`src/rtl/dot_seq_pkg.sv`:
```
// Shared definitions for the dot-product sequencer.
//   state_t    : 2-bit FSM encoding (IDLE=0, LOAD=1, MAC=2, DONE=3)
//   DEF_N/DEF_W: default vector length and element width
//   acc_width  : accumulator width that cannot overflow for n elements of w bits
//   cnt_width  : element counter width (at least one bit)
package dot_seq_pkg;

  typedef enum logic [1:0] {
    IDLE = 2'd0,
    LOAD = 2'd1,
    MAC  = 2'd2,
    DONE = 2'd3
  } state_t;

  localparam int DEF_N = 3;
  localparam int DEF_W = 8;

  // n products of at most (2^w-1)^2 each sum to less than 2^(2w+clog2(n)).
  function automatic int acc_width(input int n, input int w);
    return 2 * w + $clog2(n);
  endfunction

  function automatic int cnt_width(input int n);
    return (n > 1) ? $clog2(n) : 1;
  endfunction

endpackage

```
`src/rtl/dot_seq_ctrl_if.sv`:
```
// Request/grant/result bundle between two requesters and dot_seq_ctrl.
//   req0/req1        : requests (requester -> controller)
//   a0/b0, a1/b1     : operand vectors, element 0 in the MSB slice
//   gnt0/gnt1        : one-cycle grant pulses (controller -> requester)
//   busy, done       : controller status, done is a one-cycle pulse
//   done_id          : requester whose result is on out
//   out              : zero-extended unsigned dot product
// Modports: master = requester side, slave = controller side.
interface dot_seq_ctrl_if
  import dot_seq_pkg::*;
#(
  parameter int N = DEF_N,
  parameter int W = DEF_W
);

  logic               req0;
  logic               req1;
  logic [N*W-1:0]     a0;
  logic [N*W-1:0]     b0;
  logic [N*W-1:0]     a1;
  logic [N*W-1:0]     b1;
  logic               gnt0;
  logic               gnt1;
  logic               busy;
  logic               done;
  logic               done_id;
  logic [2*N*W-1:0]   out;

  modport master (
    output req0, req1, a0, b0, a1, b1,
    input  gnt0, gnt1, busy, done, done_id, out
  );

  modport slave (
    input  req0, req1, a0, b0, a1, b1,
    output gnt0, gnt1, busy, done, done_id, out
  );

endinterface

```
`src/rtl/mac_unit.sv`:
```
// Multiply-accumulate datapath: acc <= acc + a*b when en is high.
//   clk, rst : clock and synchronous active-low reset
//   a, b     : unsigned W-bit elements
//   clr      : clears the accumulator (takes priority over en)
//   en       : adds a*b this cycle
//   acc      : AW-bit accumulator
module mac_unit
  import dot_seq_pkg::*;
#(
  parameter int W  = DEF_W,
  parameter int AW = 2 * DEF_W + 2
) (
  input  logic          clk,
  input  logic          rst,
  input  logic [W-1:0]  a,
  input  logic [W-1:0]  b,
  input  logic          clr,
  input  logic          en,
  output logic [AW-1:0] acc
);

  logic [2*W-1:0] prod_next;
  logic [AW-1:0]  acc_reg;
  logic [AW-1:0]  acc_next;

  always_comb begin
    prod_next = (2*W)'(a) * (2*W)'(b);
    acc_next  = acc_reg + AW'(prod_next);
  end

  always_ff @(posedge clk) begin
    if (!rst) begin
      acc_reg <= '0;
    end else if (clr) begin
      acc_reg <= '0;
    end else if (en) begin
      acc_reg <= acc_next;
    end
  end

  assign acc = acc_reg;

endmodule

```
`src/rtl/dot_seq_ctrl.sv`:
```
// Two-requester round-robin dot-product sequencer.
//   clk : clock, all state on the rising edge
//   rst : synchronous active-low reset
//   bus : dot_seq_ctrl_if slave modport (requests, operands, grants, result)
// Flow: IDLE -> LOAD (grant + operand capture) -> MAC (N cycles) -> DONE.
// Interface parameters must match N and W of this module.
module dot_seq_ctrl
  import dot_seq_pkg::*;
#(
  parameter int N = DEF_N,
  parameter int W = DEF_W
) (
  input  logic           clk,
  input  logic           rst,
  dot_seq_ctrl_if.slave  bus
);

  localparam int AW = acc_width(N, W);
  localparam int CW = cnt_width(N);
  localparam int OW = 2 * N * W;

  state_t          state_reg;
  state_t          state_next;

  logic            sel_reg;          // winner chosen on the IDLE->LOAD edge
  logic            win_next;
  logic            last_served_reg;
  logic            done_id_reg;
  logic [CW-1:0]   cnt_reg;
  logic [N*W-1:0]  a_reg;
  logic [N*W-1:0]  b_reg;
  logic [OW-1:0]   out_reg;

  logic [W-1:0]    a_elem [N];
  logic [W-1:0]    b_elem [N];
  logic [W-1:0]    a_cur;
  logic [W-1:0]    b_cur;
  logic            mac_clr;
  logic            mac_en;
  logic [AW-1:0]   acc;

  // Element i lives in the slice counted from the MSB end.
  for (genvar gi = 0; gi < N; gi++) begin : g_unpack
    assign a_elem[gi] = a_reg[(N-1-gi)*W +: W];
    assign b_elem[gi] = b_reg[(N-1-gi)*W +: W];
  end

  // Sole requester wins; on a tie the one not served last time wins.
  always_comb begin
    win_next = bus.req1;
    if (bus.req0 && bus.req1) begin
      win_next = ~last_served_reg;
    end
  end

  // FSM: state register
  always_ff @(posedge clk) begin
    if (!rst) begin
      state_reg <= IDLE;
    end else begin
      state_reg <= state_next;
    end
  end

  // FSM: next state
  always_comb begin
    state_next = state_reg;
    case (state_reg)
      IDLE:    if (bus.req0 || bus.req1) state_next = LOAD;
      LOAD:    state_next = MAC;
      MAC:     if (cnt_reg == CW'(N - 1)) state_next = DONE;
      DONE:    state_next = IDLE;
      default: state_next = IDLE;
    endcase
  end

  // FSM: outputs
  always_comb begin
    bus.gnt0 = 1'b0;
    bus.gnt1 = 1'b0;
    bus.done = 1'b0;
    mac_clr  = 1'b0;
    mac_en   = 1'b0;
    // The result is shown straight from the accumulator during DONE and is
    // held in out_reg afterwards, so out only moves on a DONE.
    bus.out  = out_reg;
    case (state_reg)
      LOAD: begin
        bus.gnt0 = ~sel_reg;
        bus.gnt1 = sel_reg;
        mac_clr  = 1'b1;
      end
      MAC: begin
        mac_en = 1'b1;
      end
      DONE: begin
        bus.done = 1'b1;
        bus.out  = OW'(acc);
      end
      default: ;
    endcase
    bus.busy    = (state_reg != IDLE);
    bus.done_id = done_id_reg;
  end

  // Control/datapath registers
  always_ff @(posedge clk) begin
    if (!rst) begin
      sel_reg         <= 1'b0;
      last_served_reg <= 1'b1;
      done_id_reg     <= 1'b0;
      cnt_reg         <= '0;
      a_reg           <= '0;
      b_reg           <= '0;
      out_reg         <= '0;
    end else begin
      case (state_reg)
        IDLE: begin
          if (bus.req0 || bus.req1) begin
            sel_reg <= win_next;
          end
        end
        LOAD: begin
          a_reg           <= sel_reg ? bus.a1 : bus.a0;
          b_reg           <= sel_reg ? bus.b1 : bus.b0;
          last_served_reg <= sel_reg;
          done_id_reg     <= sel_reg;
          cnt_reg         <= '0;
        end
        MAC: begin
          cnt_reg <= cnt_reg + CW'(1);
        end
        DONE: begin
          out_reg <= OW'(acc);
        end
        default: ;
      endcase
    end
  end

  always_comb begin
    a_cur = a_elem[cnt_reg];
    b_cur = b_elem[cnt_reg];
  end

  mac_unit #(
    .W  (W),
    .AW (AW)
  ) u_mac (
    .clk (clk),
    .rst (rst),
    .a   (a_cur),
    .b   (b_cur),
    .clr (mac_clr),
    .en  (mac_en),
    .acc (acc)
  );

endmodule

```
`src/flat_wrapper.sv`:
```
// flat-port wrapper written by rule: the top's interface ports become plain ports
module dot_seq_ctrl_flat import dot_seq_pkg::*;
#(
  parameter int N = DEF_N,
  parameter int W = DEF_W
)
  (clk, rst, bus_req0, bus_req1, bus_a0, bus_b0, bus_a1, bus_b1, bus_gnt0, bus_gnt1, bus_busy, bus_done, bus_done_id, bus_out);
  dot_seq_ctrl_if #(.N(N), .W(W)) bus_i ();
  input  logic clk;
  input  logic rst;
  input wire logic [$bits(bus_i.req0)-1:0] bus_req0;
  input wire logic [$bits(bus_i.req1)-1:0] bus_req1;
  input wire logic [$bits(bus_i.a0)-1:0] bus_a0;
  input wire logic [$bits(bus_i.b0)-1:0] bus_b0;
  input wire logic [$bits(bus_i.a1)-1:0] bus_a1;
  input wire logic [$bits(bus_i.b1)-1:0] bus_b1;
  output wire logic [$bits(bus_i.gnt0)-1:0] bus_gnt0;
  output wire logic [$bits(bus_i.gnt1)-1:0] bus_gnt1;
  output wire logic [$bits(bus_i.busy)-1:0] bus_busy;
  output wire logic [$bits(bus_i.done)-1:0] bus_done;
  output wire logic [$bits(bus_i.done_id)-1:0] bus_done_id;
  output wire logic [$bits(bus_i.out)-1:0] bus_out;
  assign bus_i.req0 = bus_req0;
  assign bus_i.req1 = bus_req1;
  assign bus_i.a0 = bus_a0;
  assign bus_i.b0 = bus_b0;
  assign bus_i.a1 = bus_a1;
  assign bus_i.b1 = bus_b1;
  assign bus_gnt0 = bus_i.gnt0;
  assign bus_gnt1 = bus_i.gnt1;
  assign bus_busy = bus_i.busy;
  assign bus_done = bus_i.done;
  assign bus_done_id = bus_i.done_id;
  assign bus_out = bus_i.out;
  dot_seq_ctrl #(.N(N), .W(W)) u_core (.clk(clk), .rst(rst), .bus(bus_i));
endmodule
```
`config.mk`:
```
export PLATFORM = sky130hd
export DESIGN_NAME = dot_seq_ctrl_flat
export DESIGN_NICKNAME = d
export VERILOG_FILES = /design/src/rtl/dot_seq_pkg.sv /design/src/rtl/dot_seq_ctrl_if.sv /design/src/rtl/mac_unit.sv /design/src/rtl/dot_seq_ctrl.sv /design/src/flat_wrapper.sv
export SDC_FILE = /design/constraint.sdc
export NUM_CORES = 1
export LEC_CHECK = 0
export CAP_MARGIN = 15
export CORE_UTILIZATION = 57
export CTS_BUF_LIST = sky130_fd_sc_hd__clkbuf_16
export CTS_CLUSTER_SIZE = 24
export DETAILED_ROUTE_END_ITERATION = 10
export HOLD_SLACK_MARGIN = 0.03
export PLACE_DENSITY = 0.87
export SLEW_MARGIN = 30
export SYNTH_ARGS = -nofsm -noshare
export SYNTH_HDL_FRONTEND = slang
export SYNTH_HIERARCHICAL = 1
export SYNTH_SLANG_ARGS = --single-unit
```
`constraint.sdc`:
```
create_clock -name clk -period 8.21 [get_ports clk]
set_clock_uncertainty 0.05 [all_clocks]
set_input_delay 1.642 -clock clk [delete_from_list [all_inputs] [get_ports clk]]
set_output_delay 1.642 -clock clk [all_outputs]
set_load 0.01 [all_outputs]
```
==> results of run 1 <==
per-stage QoR:
| step | hold WS (ns) | setup slack [ns] | cell area, um^2 |
|---|---|---|---|
| 3_3_place_gp | 0.409 | 2.35 | 9460 |
| 5_1_grt | 0.443 | 1.96 | 10100 |
| 4_1_cts | 0.429 | 2.09 | 10100 |
| 2_1_floorplan | 0.397 | 3.25 | 7920 |
| 3_5_place_dp | 0.416 | 2.15 | 9470 |
| 6_report | 0.426 | 2.36 | 10100 |
power groups by stage:
stage	sequential, mW	combinational (mW)	clock (mW)
2_1_floorplan	0.743	0.673	0
3_3_place_gp	0.770	0.866	0
3_5_place_dp	0.775	0.900	0
4_1_cts	0.767	0.911	0.746
5_1_grt	0.780	1.01	0.772
6_report	0.768	0.909	0.731
worst register-to-register path, stage by stage (launching register included):
cell and delay [ns]:
dfxtp_1 0.66, nor2b_2 0.60, nand2_1 0.10, o21ai_0 0.35, nand2_1 0.18, fa_1 0.56
inv_1 0.06, fa_1 0.49, inv_1 0.05, fa_1 0.49, fa_1 0.49, inv_1 0.05
ha_1 0.35, nand2_1 0.11, o21ai_1 0.33, nand3_1 0.11, a21boi_0 0.26, mux2i_1 0.24
o311ai_0 0.15
worst paths after layout:
path	from	endpoint	cells past startpoint
setup / recovery	u_core/cnt_reg[1]	u_core/u_mac/acc[14]	18
hold / removal	u_core/a_elem[17]	u_core/a_elem[17]	1
setup reg to reg	u_core/cnt_reg[1]	u_core/u_mac/acc[14]	18
hold reg to reg	u_core/a_elem[17]	u_core/a_elem[17]	1
final cells by class:
type,instances,share of cell area [%]
multi-input cells,577,48.7
flip-flops and latches,121,24.1
repair buffers,156,15.4
clock buffers,17,4.23
inverters,102,3.81
well taps,176,2.19
clock inverters,15,1.58
cell families after synthesis:
logic type	count (synthesis)
AND/OR/NAND/NOR	263
buffers and inverters	148
flip-flops	121
AO/OA/AOI/OAI	108
multiplexers	100
adder cells (fa/ha/maj)	96
XOR/XNOR	10
synth_stat cells (all sizes together), types with 2 or more instances:
cell | count | area, um^2
a21boi | 4 | 30.0
a21o | 6 | 45.0
a21oi | 16 | 83.8
and2 | 83 | 519
and3 | 2 | 12.5
buf | 27 | 156
clkbuf | 19 | 71.3
dfxtp | 121 | 2420
fa | 50 | 1000
ha | 46 | 576
inv | 102 | 383
mux2 | 19 | 214
mux2i | 81 | 811
nand2 | 108 | 405
nand2b | 4 | 25.0
nand3 | 3 | 15.0
nand3b | 3 | 22.5
nor2 | 19 | 71.3
nor2b | 36 | 225
nor3b | 2 | 15.0
o211a | 49 | 490
o211ai | 2 | 15.0
o21ai | 21 | 109
xnor2 | 8 | 70.1
xor2 | 2 | 17.5
routing by layer:
layer / wire, um / vias up / global-route usage, %
li1: - / 3018 / -
met1: 7490 / 2890 / 31.7
met2: 8660 / 209 / 42.0
met3: 1340 / 32 / 8.56
met4: 382 / 0 / 10.1
met5: 0 / - / 0
==> metrics.yaml, run 1 <==
h-tree-depth: 4
grt_antenna_before_repair: 0
cts_tree: "done"
synthesis.nets: 1042
max_stage_delay_ns: 0.66
wl_um: 17900
place.gp.congestion: 0.905
tns_ns: 0
hp-class: "reg -> reg"
pwr-share-comb_pct: 37.8
grt_pass1_wl_um: 29300
areaGrowthSynthToFinish_pct: 27.1
grt_overflow: 0
internal_power_mw: 1.55
hold_viol_final: 0
ys_async_sr_fraction_pct: 0
cts_hold_buf: 0
io_buffers: 152
vias: 6149
dr.first_iter.drc_count: 290
die-width_um: 120
post_cts_buffers: 0
io_pins: 153
n_fill_cell: 996
syn_area_per_cell_um2: 9.36
path_cells: "nor2b_2 -> nand2_1 -> o21ai_0 -> nand2_1 -> fa_1 -> inv_1 -> fa_1 -> inv_1 -> fa_1 -> fa_1 -> inv_1 -> ha_1 -> nand2_1 -> o21ai_1 -> nand3_1 -> a21boi_0 -> mux2i_1 -> o311ai_0"
largest_register_ffs: 48
synthMuxAreaShare_pct: 12.9
critPathCaptureType: "register"
clock-sinks: 121
crit_family: "adder cells"
grt_pass1_vias: 6190
cts_resized: 0
cts_buffers: 17
grt.total_usage_pct: 25.9
synth.yosys.seq_area_share_pct: 30.6
yosys.area_share.simple_pct: 16.9
dp.final_hpwl_um: 13000
synth_top_family_by_area: "adder cells"
viasPerCell: 5.28
layout_common_cells: "151 x clkdlybuf4s50_1, 119 x dfxtp_1, 108 x nand2_1"
finalMaxSlewViolations: 0
register_area_um2: 2420
cts_root_buffer: "clkbuf_16"
dieHeight_um: 120
route.detailed.drc: 0
ff2ff_setup_slack_ns: 2.36
final_common_cell: "clkdlybuf4s50_1"
die_area_um2: 14400
p_leak_nw: 4.70
crit_required_ns: 8.43
layout-drive-gt1-share_pct: 5.97
core-area_um2: 13400
synth_top_flop_cell: "dfxtp_1"
nets: 1171
fin_crit_sh_pct: 71.3
path_max_fanout: 19
clk_path_buf_depth: 2
fin_util_pct: 75.1
antennaDiodeCount: 0
cp-start-kind: "register"
slowest_stage: "dfxtp_1"
worstMarginPinSlew_ns: 0.971
power.density_nw_per_um2: 239
vdd_drop_max_mv: 0.275
initial_core_util_pct: 59.1
row_count: 42
cp_common_cell: "fa_1"
cts.clk_slew.worst_paths_ns: 0.05
syn_area_um2: 7920
netlist_instances: 846
ys_warn_count: 6
clk_latency_ns: 0.42
path_class: "reg -> reg"
rsz0062_at_grt: "no"
maxClockFrequency_ghz: 0.171
wl_per_cell_um: 15.4
switching_share_pct: 35.7
outcome: "finished, final reports clean"
synthDistinctLibCells: 46
power_frac_seq_pct: 31.9
switchingPower_mw: 0.859
synth_compound_area_share_pct: 10.8
slew_headroom_pct: 34.6
place_inst: 1132
finalSetupViolations: 0
synth-xor-area-share_pct: 1.11
p_clk_share_pct: 30.3
antenna_left: 0
cp.arrival_ns: 6.07
drt_pass1_iterations: 6
total_power_mw: 2.41
synth_seq_cells: 121
worstPathBufferInverterCount: 3
stdcell_count: 1164
final.min_clock_period_ns: 5.85
timing.max_cap.violations: 0
synth-edff-count: 0
grt_max_degree: 101
synthAdderAreaFrac_pct: 19.9
multi_input_area_um2: 4900
(Power assumes the default switching activity.)
==> run 2: changes to the inputs <==
CORE_UTILIZATION = 53   (was 57)
PLACE_DENSITY = 0.81   (was 0.87)
clock period = 5.68 ns   (was 8.21 ns; I/O delays follow)
==> run 2 against run 1 <==
  * Non-clock buffer count rose by 17
  * Cell count rose by 2.1%
  * Flip-flop and latch count did not move
  * Register-to-register slack got worse by 2.1 ns
  * First-iteration DRC count fell by 1.7%
  * Critical path depth rose by 1
  * Die area rose by 7.4%
  * Total power rose by 50%
  * Cell area rose by 1.8%
  * Core utilization fell by 4.6 points
  * Sequential share of layout area fell by 0.44 points
  * Critical endpoint is now u_core/u_mac/acc[17]
  * Highest routed layer unchanged
==> metrics.yaml, run 2 (same netlist as run 1, synthesis figures left out) <==
viasPerCell: 5.19  # -1.7%
rr_worst_depth: 19  # +1
reg2reg_from: "u_core/cnt_reg[0]"
cts.clk_slew.worst_paths_ns: 0.06  # about the same
crit_required_ns: 5.95  # -2.48 ns
die-width_um: 124  # +3.6%
place.gp.congestion: 0.860  # -5.0%
final_common_cell: "clkdlybuf4s50_1"
cp-start-kind: "register"
drt_pass1_iterations: 4  # -2
areaGrowthSynthToFinish_pct: 29.4
cp.arrival_ns: 5.66  # -0.41 ns
clock-sinks: 121  # unchanged
io_buffers: 152  # unchanged
critPathCaptureType: "register"
reg2reg_to: "u_core/u_mac/acc[17]"
worst_slack_ns: 0.286  # -2.07 ns
antennaDiodeCount: 0  # unchanged
grt_max_degree: 99  # -2.0%
dieHeight_um: 124  # +3.6%
fin_util_pct: 70.5  # -4.6 points
clk_path_buf_depth: 2  # unchanged
maxClockFrequency_ghz: 0.185  # +8.5%
vias: 6176  # +0.44%
path_class: "reg -> reg"
wl_per_cell_um: 15.0  # -2.2%
cp_common_cell: "fa_1"
dp.final_hpwl_um: 12800  # -1.2%
ff2ff_setup_slack_ns: 0.29  # -2.07 ns
grt_pass1_wl_um: 29600  # +0.80%
wl_um: 17900  # about the same
hp-class: "reg -> reg"
layout_common_cells: "151 x clkdlybuf4s50_1, 120 x dfxtp_1, 108 x nand2_1"
timing.max_cap.violations: 0  # unchanged
total_power_mw: 3.60  # +50%
vdd_drop_max_mv: 0.380  # +38%
pre_cts_ws_ns: 0.302  # -1.85 ns
rsz0062_at_grt: "no"
stdcell_count: 1189  # +2.1%
clk_latency_ns: 0.43  # about the same
outcome: "finished, final reports clean"
cp-startpoint: "u_core/cnt_reg[0]"
slowest_stage: "o21ai_0"
finalSetupViolations: 0  # unchanged
initial_core_util_pct: 54.5  # -4.6 points
grt_overflow: 0  # unchanged
final.min_clock_period_ns: 5.39  # -0.458 ns
cts_hold_buf: 0  # unchanged
io_pins: 153  # unchanged
cts_tree: "done"
critPathCapture: "u_core/u_mac/acc[17]"
grt_antenna_before_repair: 0  # unchanged
route.detailed.drc: 0  # unchanged
dr.first_iter.drc_count: 285  # -1.7%
grt.total_usage_pct: 23.7  # -2.2 points
fin_crit_sh_pct: 95.0  # +24 points
grt_pass1_vias: 6234  # +0.71%
place_inst: 1157  # +2.2%
p_leak_nw: 4.80  # +2.2%
power.density_nw_per_um2: 352  # +47%
hold_viol_final: 0  # unchanged
antenna_left: 0  # unchanged
max_stage_delay_ns: 0.67  # about the same
worstMarginPinSlew_ns: 0.871  # -0.100 ns
cts_root_buffer: "clkbuf_16"
core-area_um2: 14500  # +8.5%
largest_register_ffs: 48  # unchanged
nets: 1188  # +1.5%
row_count: 44  # +4.8%
path_max_fanout: 17  # -2
die_area_um2: 15400  # +7.4%
finalMaxSlewViolations: 0  # unchanged
layout-drive-gt1-share_pct: 7.86  # +1.9 points
tns_ns: 0  # unchanged
slew_headroom_pct: 42.0  # +7.4 points
cts_buffers: 17  # unchanged
h-tree-depth: 4  # unchanged
path_cells: "buf_12 -> mux2i_1 -> o21ai_0 -> nand2_1 -> fa_1 -> fa_1 -> inv_1 -> fa_1 -> inv_1 -> fa_1 -> inv_1 -> ha_1 -> nand2_1 -> o211a_1 -> o21ai_2 -> a31oi_1 -> mux2i_1 -> and3_1 -> o21a_1"
-- run 2: cell count changes in the layout (fill, tap and decap cells not counted), sizes merged --
cell / change
buf: +17
clkinv: -6
clkinvlp: +1
inv: +5
-- run 2: how the worst min path moves through the flow --
stage                                 from                      to  depth (start not counted)
finish                   u_core/a_elem[20]       u_core/a_elem[20]                          1
global route             u_core/b_elem[21]       u_core/b_elem[21]                          1
CTS                      u_core/b_elem[21]       u_core/b_elem[21]                          1
detailed placement       u_core/b_elem[21]       u_core/b_elem[21]                          1
global placement         u_core/b_elem[21]       u_core/b_elem[21]                          1
floorplan           u_core/last_served_reg  u_core/last_served_reg                          2
-- run 2: per-stage QoR --
stage	instance area, um^2	hold WS, ns
2_1_floorplan	7920	0.397
3_3_place_gp	9610	0.409
3_5_place_dp	9620	0.416
4_1_cts	10200	0.430
5_1_grt	10200	0.444
6_report	10200	0.428
-- run 2: layer usage --
metal  track usage [%]  part of all wire [%]
met4              9.21                   1.8
met5                 0                     0
met2              39.2                    48
met3              5.95                   5.6
met1              29.6                    44
-- run 2: worst max-delay path, delay by kind of cell (launching register included) --
family          cells  cell delay [ns]
flops               1             0.40
compound gates      5             1.42
simple gates        3             0.46
fa+ha+maj           5             2.37
buf+inv             4             0.34
mux                 2             0.24
-- run 2: power breakdown --
group          internal, mW  switching, mW  total, mW
registers             0.999          0.100       1.10
clock network         0.700          0.429       1.13
logic                 0.607          0.767       1.37
total                  2.31           1.30       3.60
-- run 2: what timing repair did --
action	in CTS	in global routing
setup endpoints to repair	0	4
resized for setup	0	4
setup buffers	0	0
-- run 2: layout make-up --
cell class | count | area, um^2
Multi-Input combinational cell | 577 | 4900
Clock buffer | 17 | 425
Inverter | 102 | 383
Sequential cell | 121 | 2420
Fill cell | 1136 | 4290
Tap cell | 184 | 230
Clock inverter | 15 | 190
Timing Repair Buffer | 173 | 1690
==> run 3: changes to the inputs <==
ABC_CLOCK_PERIOD_IN_PS = 5680   (was unset)
==> results of run 3 <==
The final DEF is identical to that of run 2; final timing and power are the same.
